$ cat src/rtl/mem_port_arbiter_pkg.sv
// Shared memory-port definitions: MMIO output addresses, requester ids, arbiter state encoding.
// Latency: n/a (types and constants only). Backpressure: n/a.
package hubris_mem_pkg;

    localparam logic [31:0] OUTPUT_BYTES_AVAI_ADDR = 32'h8000_0000;
    localparam logic [31:0] OUTPUT_BYTES_ADDR      = 32'h8000_0004;

    typedef logic [31:0] word_t;
    typedef logic [3:0]  be_t;

    typedef enum logic {
        REQ_CORE   = 1'b0,
        REQ_LOADER = 1'b1
    } req_id_e;

    typedef enum logic {
        ARB_OPEN   = 1'b0,
        ARB_LOCKED = 1'b1
    } arb_state_e;

    // Lock counter must hold LOCK_MAX_CYCLES itself; never narrower than 4 bits.
    function automatic int lock_cnt_width(input int max_cycles);
        int w;
        w = $clog2(max_cycles + 1);
        return (w < 4) ? 4 : w;
    endfunction

endpackage

$ cat src/rtl/mem_port_arbiter_if.sv
// Requester-side bundle for the port-A arbiter: two request channels plus tagged responses.
// Latency: n/a (wiring only). Backpressure: ready is the grant; requesters hold until it rises.
interface mem_port_arbiter_if;
    import hubris_mem_pkg::*;

    logic  r0_valid;
    logic  r0_ready;
    be_t   r0_we;
    word_t r0_addr;
    word_t r0_wdata;
    logic  r0_resp_valid;

    logic  r1_valid;
    logic  r1_ready;
    be_t   r1_we;
    word_t r1_addr;
    word_t r1_wdata;
    logic  r1_lock;
    logic  r1_resp_valid;

    word_t resp_rdata;

    modport master (
        output r0_valid, r0_we, r0_addr, r0_wdata,
        output r1_valid, r1_we, r1_addr, r1_wdata, r1_lock,
        input  r0_ready, r1_ready, r0_resp_valid, r1_resp_valid, resp_rdata
    );

    modport slave (
        input  r0_valid, r0_we, r0_addr, r0_wdata,
        input  r1_valid, r1_we, r1_addr, r1_wdata, r1_lock,
        output r0_ready, r1_ready, r0_resp_valid, r1_resp_valid, resp_rdata
    );

endinterface

$ cat src/rtl/mem_port_arbiter_grant2.sv
// Two-input grant: fixed r0 priority or round-robin on last winner, with a force-r0 override.
// Latency: combinational grant, pointer updated on every grant. Backpressure: loser sees no grant.
module arb_grant2
    import hubris_mem_pkg::*;
#(
    parameter bit RR_EN = 1'b0
) (
    input  logic clk,
    input  logic reset,
    input  logic req0_i,
    input  logic req1_i,
    input  logic force0_i,
    output logic gnt0_o,
    output logic gnt1_o
);

    req_id_e last_q, last_d;
    logic    favour1;

    always_comb begin
        favour1 = RR_EN && (last_q == REQ_CORE) && !force0_i;
        gnt0_o  = req0_i && !(req1_i && favour1);
        gnt1_o  = req1_i && !gnt0_o;
        last_d  = last_q;
        if (gnt0_o) begin
            last_d = REQ_CORE;
        end else if (gnt1_o) begin
            last_d = REQ_LOADER;
        end
    end

    // Reset to "loader granted last" so the first contended cycle goes to r0.
    always_ff @(posedge clk) begin
        if (reset) begin
            last_q <= REQ_LOADER;
        end else begin
            last_q <= last_d;
        end
    end

endmodule

$ cat src/rtl/mem_port_arbiter.sv
// Port-A arbiter for core (r0) and loader/debug (r1) with r1 burst lock and starvation timer; MEM_ARB_RR_EN selects round-robin.
// Latency: combinational grant, tagged response one cycle later. Backpressure: ready=0 until granted; no accepted access is dropped.
module mem_port_arbiter
    import hubris_mem_pkg::*;
#(
    parameter int LOCK_MAX_CYCLES = 16
) (
    input  logic                clk,
    input  logic                reset,
    mem_port_arbiter_if.slave   bus,
    output logic                mem_en,
    output be_t                 mem_we,
    output word_t               mem_addr,
    output word_t               mem_din,
    input  word_t               mem_dout
);

    localparam int               CNT_W     = lock_cnt_width(LOCK_MAX_CYCLES);
    localparam logic [CNT_W-1:0] CNT_MAX   = CNT_W'(LOCK_MAX_CYCLES);
    localparam logic [0:0]       ST_OPEN   = ARB_OPEN;
    localparam logic [0:0]       ST_LOCKED = ARB_LOCKED;

`ifdef MEM_ARB_RR_EN
    localparam bit RR_EN = 1'b1;
`else
    localparam bit RR_EN = 1'b0;
`endif

    logic [0:0]       state_q, state_d;
    logic [CNT_W-1:0] cnt_q, cnt_d;
    logic             force_q, force_d;
    logic             tag_vld_q, tag_vld_d;
    req_id_e          tag_id_q, tag_id_d;
    logic             req0, req1, gnt0, gnt1;

    assign req0 = bus.r0_valid && !reset && (state_q == ST_OPEN);
    assign req1 = bus.r1_valid && !reset;

    arb_grant2 #(.RR_EN(RR_EN)) u_grant (
        .clk      (clk),
        .reset    (reset),
        .req0_i   (req0),
        .req1_i   (req1),
        .force0_i (force_q),
        .gnt0_o   (gnt0),
        .gnt1_o   (gnt1)
    );

    assign bus.r0_ready = gnt0;
    assign bus.r1_ready = gnt1;
    assign mem_en       = gnt0 || gnt1;

    always_comb begin
        mem_we   = '0;
        mem_addr = '0;
        mem_din  = '0;
        if (gnt0) begin
            mem_we   = bus.r0_we;
            mem_addr = bus.r0_addr;
            mem_din  = bus.r0_wdata;
        end else if (gnt1) begin
            mem_we   = bus.r1_we;
            mem_addr = bus.r1_addr;
            mem_din  = bus.r1_wdata;
        end
    end

    // Response owner follows the grant by one cycle; reset kills anything in flight.
    assign tag_vld_d          = gnt0 || gnt1;
    assign tag_id_d           = gnt1 ? REQ_LOADER : REQ_CORE;
    assign bus.r0_resp_valid  = tag_vld_q && (tag_id_q == REQ_CORE) && !reset;
    assign bus.r1_resp_valid  = tag_vld_q && (tag_id_q == REQ_LOADER) && !reset;
    assign bus.resp_rdata     = mem_dout;

    always_comb begin
        state_d = state_q;
        cnt_d   = cnt_q;
        force_d = 1'b0;
        case (state_q)
            ST_OPEN: begin
                if (gnt1 && bus.r1_lock) begin
                    state_d = ST_LOCKED;
                    cnt_d   = '0;
                end
            end
            default: begin
                if (bus.r0_valid && (cnt_q != CNT_MAX)) begin
                    cnt_d = cnt_q + 1'b1;
                end
                // Starvation wins over a lock renewal: r0 gets the very next arbitration.
                if (cnt_d == CNT_MAX) begin
                    state_d = ST_OPEN;
                    force_d = 1'b1;
                end else if (gnt1 && !bus.r1_lock) begin
                    state_d = ST_OPEN;
                end
            end
        endcase
    end

    always_ff @(posedge clk) begin
        if (reset) begin
            state_q   <= ST_OPEN;
            cnt_q     <= '0;
            force_q   <= 1'b0;
            tag_vld_q <= 1'b0;
            tag_id_q  <= REQ_CORE;
        end else begin
            state_q   <= state_d;
            cnt_q     <= cnt_d;
            force_q   <= force_d;
            tag_vld_q <= tag_vld_d;
            tag_id_q  <= tag_id_d;
        end
    end

endmodule

$ cat src/flat_wrapper.sv
// flat-port wrapper written by rule: the top's interface ports become plain ports
module mem_port_arbiter_flat import hubris_mem_pkg::*;
#(
    parameter int LOCK_MAX_CYCLES = 16
)
  (clk, reset, mem_en, mem_we, mem_addr, mem_din, mem_dout, bus_r0_valid, bus_r0_we, bus_r0_addr, bus_r0_wdata, bus_r1_valid, bus_r1_we, bus_r1_addr, bus_r1_wdata, bus_r1_lock, bus_r0_ready, bus_r1_ready, bus_r0_resp_valid, bus_r1_resp_valid, bus_resp_rdata);
  mem_port_arbiter_if bus_i ();
  input  logic clk;
  input  logic reset;
  output logic mem_en;
  output be_t mem_we;
  output word_t mem_addr;
  output word_t mem_din;
  input  word_t mem_dout;
  input wire logic [$bits(bus_i.r0_valid)-1:0] bus_r0_valid;
  input wire logic [$bits(bus_i.r0_we)-1:0] bus_r0_we;
  input wire logic [$bits(bus_i.r0_addr)-1:0] bus_r0_addr;
  input wire logic [$bits(bus_i.r0_wdata)-1:0] bus_r0_wdata;
  input wire logic [$bits(bus_i.r1_valid)-1:0] bus_r1_valid;
  input wire logic [$bits(bus_i.r1_we)-1:0] bus_r1_we;
  input wire logic [$bits(bus_i.r1_addr)-1:0] bus_r1_addr;
  input wire logic [$bits(bus_i.r1_wdata)-1:0] bus_r1_wdata;
  input wire logic [$bits(bus_i.r1_lock)-1:0] bus_r1_lock;
  output wire logic [$bits(bus_i.r0_ready)-1:0] bus_r0_ready;
  output wire logic [$bits(bus_i.r1_ready)-1:0] bus_r1_ready;
  output wire logic [$bits(bus_i.r0_resp_valid)-1:0] bus_r0_resp_valid;
  output wire logic [$bits(bus_i.r1_resp_valid)-1:0] bus_r1_resp_valid;
  output wire logic [$bits(bus_i.resp_rdata)-1:0] bus_resp_rdata;
  assign bus_i.r0_valid = bus_r0_valid;
  assign bus_i.r0_we = bus_r0_we;
  assign bus_i.r0_addr = bus_r0_addr;
  assign bus_i.r0_wdata = bus_r0_wdata;
  assign bus_i.r1_valid = bus_r1_valid;
  assign bus_i.r1_we = bus_r1_we;
  assign bus_i.r1_addr = bus_r1_addr;
  assign bus_i.r1_wdata = bus_r1_wdata;
  assign bus_i.r1_lock = bus_r1_lock;
  assign bus_r0_ready = bus_i.r0_ready;
  assign bus_r1_ready = bus_i.r1_ready;
  assign bus_r0_resp_valid = bus_i.r0_resp_valid;
  assign bus_r1_resp_valid = bus_i.r1_resp_valid;
  assign bus_resp_rdata = bus_i.resp_rdata;
  mem_port_arbiter #(.LOCK_MAX_CYCLES(LOCK_MAX_CYCLES)) u_core (.clk(clk), .reset(reset), .bus(bus_i), .mem_en(mem_en), .mem_we(mem_we), .mem_addr(mem_addr), .mem_din(mem_din), .mem_dout(mem_dout));
endmodule
$ cat config.mk
export PLATFORM = sky130hd
export DESIGN_NAME = mem_port_arbiter_flat
export DESIGN_NICKNAME = d
export VERILOG_FILES = /design/src/rtl/mem_port_arbiter_pkg.sv /design/src/rtl/mem_port_arbiter_if.sv /design/src/rtl/mem_port_arbiter_grant2.sv /design/src/rtl/mem_port_arbiter.sv /design/src/flat_wrapper.sv
export SDC_FILE = /design/constraint.sdc
export NUM_CORES = 1
export LEC_CHECK = 0
export BUFFER_PORTS_ARGS = -buffer_cell sky130_fd_sc_hd__buf_2
export CAP_MARGIN = 0
export CORE_AREA = 2 2 109 111
export CTS_CLUSTER_SIZE = 28
export DETAILED_ROUTE_END_ITERATION = 10
export DIE_AREA = 0 0 111 113
export PLACE_DENSITY_LB_ADDON = 0.25
export SLEW_MARGIN = 5
export SYNTH_ARGS = -nofsm -noshare
export SYNTH_HDL_FRONTEND = slang
export SYNTH_HIERARCHICAL = 1
export SYNTH_SLANG_ARGS = --single-unit
export TNS_END_PERCENT = 50
$ cat constraint.sdc
create_clock -name clk -period 6.5 [get_ports clk]
set_input_delay 0.975 -clock clk [delete_from_list [all_inputs] [get_ports clk]]
set_output_delay 0.975 -clock clk [all_outputs]
set_load 0.02 [all_outputs]
### Yosys cells after proc, flatten, opt, wreduce, memory -nomap -nowiden

Cells that the tools add are included.

* input bits: 173
* register bits after elaboration: 8
* word-level logic and storage cells: 40
* output and inout bits: 105

* reductions and logical operators: 16
* mux-type cells: 15
* bitwise gates (word level): 2
* add/subtract/negate cells: 1
* equal/unequal tests: 2

Operators with widths (number)
* 32-bit two-way mux: 4
* 5-bit two-way mux: 4
* 1-bit logical AND: 11
* 4-bit two-way mux: 2
* 5-bit by 1-bit adder with 5-bit output (second input constant): 1
* 5-bit equality test (second input constant): 1
* 1-bit two-way mux: 5
* 5-bit != test (second input constant): 1
* 1-bit zero test: 3
* 1-bit inverter: 2
* 2-bit nonzero test: 1
* 1-bit logical OR: 1

### Longest topological paths before layout

Gate-level depths: netlist of run 1.

* depth in word-level cells: 9
* mapped depth: 9
* gate-level depth less buffers: 7

### Cells and area by module

Netlist of run 1, hierarchy kept.

Modules (own cells, without submodules)
* mem_port_arbiter: cells an instance 188, area each 1471.4 um^2, sequential area each 180.2 um^2, instances 1
* arb_grant2: cells an instance 2, area each 21.3 um^2, sequential area each 0.0 um^2, instances 1

### Worst setup path after synthesis of run 1

No wires, ideal clock.

* kind: input-to-output
* start point: in reset
* end point: out mem_din[30]
* required time: 5.525 ns
* setup slack: 2.799 ns
* path buffers: 5
* arrival time: 2.726 ns
* cell stages on the path: 8
* cell sequence: clkbuf_1 -> inv_1 -> and3_1 -> buf_4 -> buf_2 -> buf_2 -> buf_1 -> o21ai_0

* longest elaborated chain between the ends: 7
* elaborated cells on any way between the ends: 8
* those cells by class: 2 x mux; 6 x reduce/logical

Ends and longest elaborated chain
* start: declaration: line flat_wrapper.sv:9 `input logic reset;`
* 1-bit zero test (*): line mem_port_arbiter.sv:36 `assign req0 = bus.r0_valid && !reset && (state_q == ST_OPEN);`
* 1-bit logical AND (*) (2 in a row): line mem_port_arbiter.sv:36
* named net u_core.req0: line mem_port_arbiter.sv:34 `logic req0, req1, gnt0, gnt1;`
* 1-bit zero test: line mem_port_arbiter_grant2.sv:23 `gnt1_o = req1_i && !gnt0_o;`
* 1-bit logical AND: line mem_port_arbiter_grant2.sv:23
* 32-bit two-way mux: line mem_port_arbiter.sv:61 `end else if (gnt1) begin`
* 32-bit two-way mux (*): line mem_port_arbiter.sv:57 `if (gnt0) begin`
* end: declaration: line flat_wrapper.sv:13 `output word_t mem_din;`

The timed path passes the listed nets; every way through them passes the cells marked *.

### Worst setup path in the final report of run 1

* start point: in reset
* end point: out mem_addr[31]

* longest elaborated chain between the ends: 7
* elaborated cells on any way between the ends: 8
* those cells by class: 2 x mux; 6 x reduce/logical

Ends and longest elaborated chain
* 1-bit zero test (*): line mem_port_arbiter.sv:36, mem_port_arbiter.sv:37
* 1-bit logical AND (2 in a row): line mem_port_arbiter.sv:36
* 1-bit zero test: line mem_port_arbiter_grant2.sv:23
* 1-bit logical AND: line mem_port_arbiter_grant2.sv:23
* 32-bit two-way mux: line mem_port_arbiter.sv:61
* 32-bit two-way mux (*): line mem_port_arbiter.sv:57
* end: declaration: line flat_wrapper.sv:12 `output word_t mem_addr;`

Every way passes the cells marked *; elsewhere a longest branch is shown, timed or not.

==> reports/qor.yml, run 1 <==
port_buffers: 213
setup_ws_ns: 2.08
clkTransAtPathRegs_ns: 0.04
pin_count: 278
status: "completed"
postRouteAntennaNets: 0
fin_setup_tns_ns: 0
die_area_mm2: 0.0125
grt_pass1_wl_um: 11000
finalMaxSlewViolations: 0
postPlaceCellArea_mm2: 0.00239
areaGrowthSynthToFinish_pct: 69.4
overflow: 0
drive_above_1_share_pct: 63.1
arrival_ns: 3.44
cts_buffers: 3
worst_pin_slew_ns: 0.625
first_pass_iters: 4
whs_ns: 0.560
clock_latency_ns: 0.23
end_kind: "output pin"
timing.rr.end: "u_core/tag_vld_q"
finalSetupViolations: 0
cts_setup_buffers: 0
core_area_mm2: 0.0113
slew_headroom_pct: 58.4
die_h_um: 113
synthesis.area_mm2: 0.00146
fillers: 1279
grt_start_max_net_pins: 60
slowest_delay_ns: 0.53
p_seq_share_pct: 15.7
n_antenna_cell: 0
rr_worst_depth: 5
initial_core_util_pct: 12.9
vias: 2135
grt_setup_unrepaired: "no"
maxCapViolCount: 0
hold_class: "reg2reg"
multi_input_area_um2: 948
p_comb_share_pct: 52.4
p_int_uw: 207
yosysWarnings: 6
path_cells: "buf_2 -> inv_1 -> and3_2 -> buf_4 -> nor2b_4 -> buf_4 -> a22o_1 -> buf_2"
grt_pass1_vias: 1990
placementRows: 39
syn_avg_cell_area_um2: 7.79
hold_depth: 2
worstSetupPathType: "in2out"
cp_num_buf_inv: 5
cts_sinks: 8
path_delay_family: "buffers and inverters"
cts_root_buffer: "clkbuf_16"
h-tree-depth: 1
via_per_inst: 4.29
r2r-start: "u_core/state_q"
p_per_area_mw_per_mm2: 133
cts-resized-gates: 0
drtIter0Drc: 135
antenna_found_initial: 0
p_clk_share_pct: 31.8
cpMaxStageDelayCell: "buf_4"
required_ns: 5.52
drt_wl_total_um: 7880
syn_nets: 362
synth_cells: 187
globalplace.congestion: 0.802
hp-start: "u_core/cnt_q[1]"
clockBufferDepth: 2
fin_crit_sh_pct: 67.9
nets: 532
hold_end: "u_core/cnt_q[1]"
critPathLaunchType: "primary input"
hold_viol: 0
regArea_um2: 160
cts_tree: "yes"
power.switching_uw: 123
ir_drop_uv: 62.4
stdcell_area_mm2: 0.00247
power_uw: 329
dp_hpwl_um: 6640
drc: 0
p_leak_uw: 0.00140
cp-startpoint: "reset"
groute.usage.overall_pct: 11.0
r2r_slack_ns: 4.46
skew_ns: 0.00214
postCtsHoldBufs: 0
dp_slack_ns: 2.04
period_needed_ns: 4.42
switching_share_pct: 37.3
wl_per_cell_um: 15.8
fmax_mhz: 226
die_w_um: 111
crit_fanout: 59
[routing by layer]
layer	global-route usage (%)	wire, µm	up-vias
li1	-	-	1023
met1	13.1	2970	975
met2	19.9	4060	129
met3	2.20	726	8
met4	3.75	114	0
met5	0	0	-
[worst reg2reg max path, cell delays in order, from the launching register on]
cell and delay (ns):
dfxtp_1 0.48, inv_1 0.16, and3_2 0.36, buf_4 0.37, or2_2 0.41, and2_1 0.15
[flip-flops by register name, indices dropped and copies added, names as in the netlist]
signal and count:
u_core/cnt_q 5, u_core/state_q 1, u_core/tag_id_q 1, u_core/tag_vld_q 1
[how the worst max path moves through the flow]
stage / end / cells after the start / slack (ns)
after detailed placement: mem_addr[31] / 8 / 2.04
after floorplan: mem_din[30] / 8 / 2.81
after global placement: mem_addr[31] / 8 / 2.11
after CTS: mem_addr[31] / 8 / 2.04
after global routing: mem_addr[31] / 8 / 1.86
final: mem_addr[31] / 8 / 2.08
[power by group through the flow]
stage,Clock (µW),Combinational [µW],Sequential (µW)
floorplan,0,123,51.7
global placement,0,174,52.5
global route,109,185,52.0
finish,105,173,51.8
detailed placement,0,175,52.5
CTS,108,175,51.7
[through the flow]
stage	cells	utilization, %
finish	498	21.9
CTS	498	21.9
detailed placement	495	21.2
global route	498	21.9
global placement	495	21.2
floorplan	187	-
[final cells by class]
cell class                      instances  area share (%)
Multi-Input combinational cell        122            38.4
Tap cell                              143            7.24
Inverter                                7            1.06
Sequential cell                         8            6.48
Clock buffer                            3            3.04
Timing Repair Buffer                  215            43.8
[cell usage in the layout (no fill, tap or decap), drive strengths merged, types with 2 or more instances in the layout]
cell type,n
a21oi,6
o21ai,5
nand3,5
a211oi,2
a311oi,2
ha,2
nor2,3
nor2b,5
and2,2
xnor2,2
or2,2
dfxtp,8
a22o,67
clkbuf,3
and3,2
inv,7
nand2,7
buf,215
(Power assumes the default switching activity.)
==> run 2, diff against run 1 <==
--- a/config.mk
+++ b/config.mk
@@ -5,12 +5,13 @@
 export SDC_FILE = /design/constraint.sdc
 export NUM_CORES = 1
 export LEC_CHECK = 0
+export ABC_AREA = 1
 export BUFFER_PORTS_ARGS = -buffer_cell sky130_fd_sc_hd__buf_2
 export CAP_MARGIN = 0
-export CORE_AREA = 2 2 109 111
+export CORE_AREA = 2 2 107 109
 export CTS_CLUSTER_SIZE = 28
 export DETAILED_ROUTE_END_ITERATION = 10
-export DIE_AREA = 0 0 111 113
+export DIE_AREA = 0 0 109 111
 export PLACE_DENSITY_LB_ADDON = 0.25
 export SLEW_MARGIN = 5
 export SYNTH_ARGS = -nofsm -noshare
==> constraint.sdc (replaced) <==
create_clock -name clk -period 4.51 [get_ports clk]
set_input_delay 0.6765 -clock clk [delete_from_list [all_inputs] [get_ports clk]]
set_output_delay 0.6765 -clock clk [all_outputs]
set_load 0.02 [all_outputs]
==> run 2 against run 1 <==
Sequential power up 45%. Non-clock buffer count grew 1. Hold slack lost 0.039 ns. Sequential share of layout area down 0.55 points. Clock power rose by 40%. Routed wire length fell by 0.57%. Via count rose by 24%. Worst setup slack got worse by 0.60 ns. Total power grew 43%. Combinational power up 44%. Critical endpoint is now mem_din[25]. Highest routed layer unchanged.
==> reports/qor.yml, run 2 <==
synthesis.area_mm2: 0.00170  # was 0.00146 mm²
mostFrequentLayoutCells: "213 x buf_2, 163 x nand2_1, 71 x nand3_1"  # was 213 x buf_2, 67 x a22o_1, 8 x dfxtp_1, 7 x inv_1, 7 x nand2_1
cp-startpoint: "reset"  # unchanged
hold_viol: 0  # unchanged
skew_ns: 0.00313  # was 0.00214 ns
finalSetupViolations: 0  # unchanged
path_cells: "buf_2 -> nor3b_4 -> inv_2 -> nand3_1 -> nand2_1 -> buf_2"  # was buf_2 -> inv_1 -> and3_2 -> buf_4 -> nor2b_4 -> buf_4 -> a22o_1 -> buf_2
grt_pass1_vias: 2430  # was 1990
overflow: 0  # unchanged
clockBufferDepth: 2  # unchanged
fin_setup_tns_ns: 0  # unchanged
slowest_delay_ns: 0.79  # was 0.53 ns
die_area_mm2: 0.0121  # was 0.0125 mm²
top_register: "u_core/cnt_q"  # unchanged
fmax_mhz: 331
worstSetupPathType: "in2out"  # unchanged
crit_fanout: 70  # was 59
status: "completed"  # unchanged
die_h_um: 111  # was 113 µm
fin_cells: 644  # was 498
end_kind: "output pin"  # unchanged
placementRows: 39  # unchanged
cts_sinks: 8  # unchanged
cts_buffers: 3  # unchanged
endpoint: "mem_din[25]"  # was mem_addr[31]
n_antenna_cell: 0  # unchanged
m1WireLength_um: 3140  # was 2970 µm
syn_nets: 515  # was 362
drtIter0Drc: 135  # unchanged
core_area_mm2: 0.0111  # was 0.0113 mm²
die_w_um: 109  # was 111 µm
postCtsHoldBufs: 0  # unchanged
grt_pass1_wl_um: 11800  # was 11000 µm
postRouteAntennaNets: 0  # unchanged
largest_reg_flops: 5  # unchanged
cp_num_buf_inv: 3  # was 5
via_per_inst: 4.09  # was 4.29
fin_crit_sh_pct: 67.0
p_per_area_mw_per_mm2: 175  # was 133 mW/mm²
cpMaxStageDelayCell: "inv_2"  # was buf_4
r2r_slack_ns: 2.55  # was 4.46 ns
dp_hpwl_um: 6420  # was 6640 µm
timing.rr.end: "u_core/state_q"  # was u_core/tag_vld_q
final_common_cell: "buf_2"  # unchanged
path_common_cell: "buf_2"
vias: 2637  # was 2135
port_buffers: 213  # unchanged
slew_headroom_pct: 24.6  # was 58.4%
dp_cells: 641  # was 495
met3_length_um: 683  # was 726 µm
ir_drop_uv: 155  # was 62.4 µV
antenna_found_initial: 0  # unchanged
first_pass_iters: 4  # unchanged
pin_count: 278  # unchanged
maxCapViolCount: 0  # unchanged
syn_avg_cell_area_um2: 4.99  # was 7.79 µm²
cts_root_buffer: "clkbuf_16"  # unchanged
dp_slack_ns: 1.45  # was 2.04 ns
period_needed_ns: 3.02
areaGrowthSynthToFinish_pct: 59.0  # was 69.4%
drc: 0  # unchanged
cts-resized-gates: 0  # unchanged
arrival_ns: 2.35  # was 3.44 ns
required_ns: 3.83  # was 5.52 ns
finalMaxSlewViolations: 0  # unchanged
synth_cells: 340  # was 187
nets: 678  # was 532
globalplace.congestion: 0.880  # was 0.802
hold_class: "reg2reg"  # unchanged
clkTransAtPathRegs_ns: 0.04  # about the same
grt_start_max_net_pins: 73  # was 60
path_delay_family: "buffers and inverters"  # unchanged
clock_latency_ns: 0.23  # about the same
drt_wl_total_um: 7830  # was 7880 µm
cts_tree: "yes"  # unchanged
wl_per_cell_um: 12.2  # was 15.8 µm
h-tree-depth: 1  # unchanged
cp.depth: 6  # was 8
initial_core_util_pct: 15.3  # was 12.9%
yosysWarnings: 6  # unchanged
critPathLaunchType: "primary input"  # unchanged
top_layer: "met4"  # unchanged
drive_above_1_share_pct: 45.5  # was 63.1%
r2r-start: "u_core/state_q"  # unchanged
worst_pin_slew_ns: 1.13  # was 0.625 ns
groute.usage.overall_pct: 12.2  # was 11.0%
rr_worst_depth: 7  # was 5
cts_setup_buffers: 0  # unchanged
setup_ws_ns: 1.49  # was 2.08 ns
grt_setup_unrepaired: "no"  # unchanged
met2_length_um: 3930  # was 4060 µm
p_leak_uw: 0.00175  # was 0.00140 µW
## run 2: worst min-delay path by stage
stage	from	to	slack (ns)	depth (start not counted)
final	u_core/cnt_q[4]	u_core/cnt_q[4]	0.52	2
after global routing	u_core/cnt_q[4]	u_core/cnt_q[4]	0.55	2
after CTS	u_core/cnt_q[4]	u_core/cnt_q[4]	0.52	2
after detailed placement	u_core/cnt_q[4]	u_core/cnt_q[4]	0.51	2
after global placement	u_core/cnt_q[4]	u_core/cnt_q[4]	0.51	2
after floorplan	u_core/cnt_q[4]	u_core/cnt_q[4]	0.47	2
## run 2: power by group
part           internal, µW  switching [µW]  leakage, µW
registers              73.0            2.00    0.0000649
clock network           114            33.2    0.0000370
logic                  96.2             153      0.00164
total                   283             188      0.00175
## run 2: through the flow
| stage | total power [µW] | utilization (%) | hold WS (ns) | instance area [µm²] |
|---|---|---|---|---|
| 6_report | 471 | 24.4 | 0.520 | 2700 |
| 3_3_place_gp | 328 | 23.7 | 0.507 | 2620 |
| 4_1_cts | 479 | 24.4 | 0.522 | 2700 |
| 2_1_floorplan | 249 | - | 0.470 | 1700 |
| 5_1_grt | 502 | 24.4 | 0.554 | 2700 |
| 3_5_place_dp | 328 | 23.7 | 0.513 | 2620 |
## run 2: worst reg2reg max path, stage by stage, from the launching register on
cell and delay (ns):
dfxtp_1 0.50, nor3b_4 0.12, nor2_4 0.11, buf_4 0.54
a21oi_1 0.31, nor3_1 0.21, nand2_1 0.08, inv_1 0.05
## run 2: routing by layer
layer  up-vias  global-route usage (%)
met5         -                       0
met3         6                    2.65
met1      1133                    14.6
li1       1363                       -
met4         0                    2.82
met2       135                    21.7
## run 2: cell type report
class                      instances  area (µm²)
clock buffer                       3        75.1
sequential                         8         160
multi-input combinational        264        1160
tap                              143         179
timing repair buffer             216        1090
inverter                          10        37.5
fill                            1303        8380
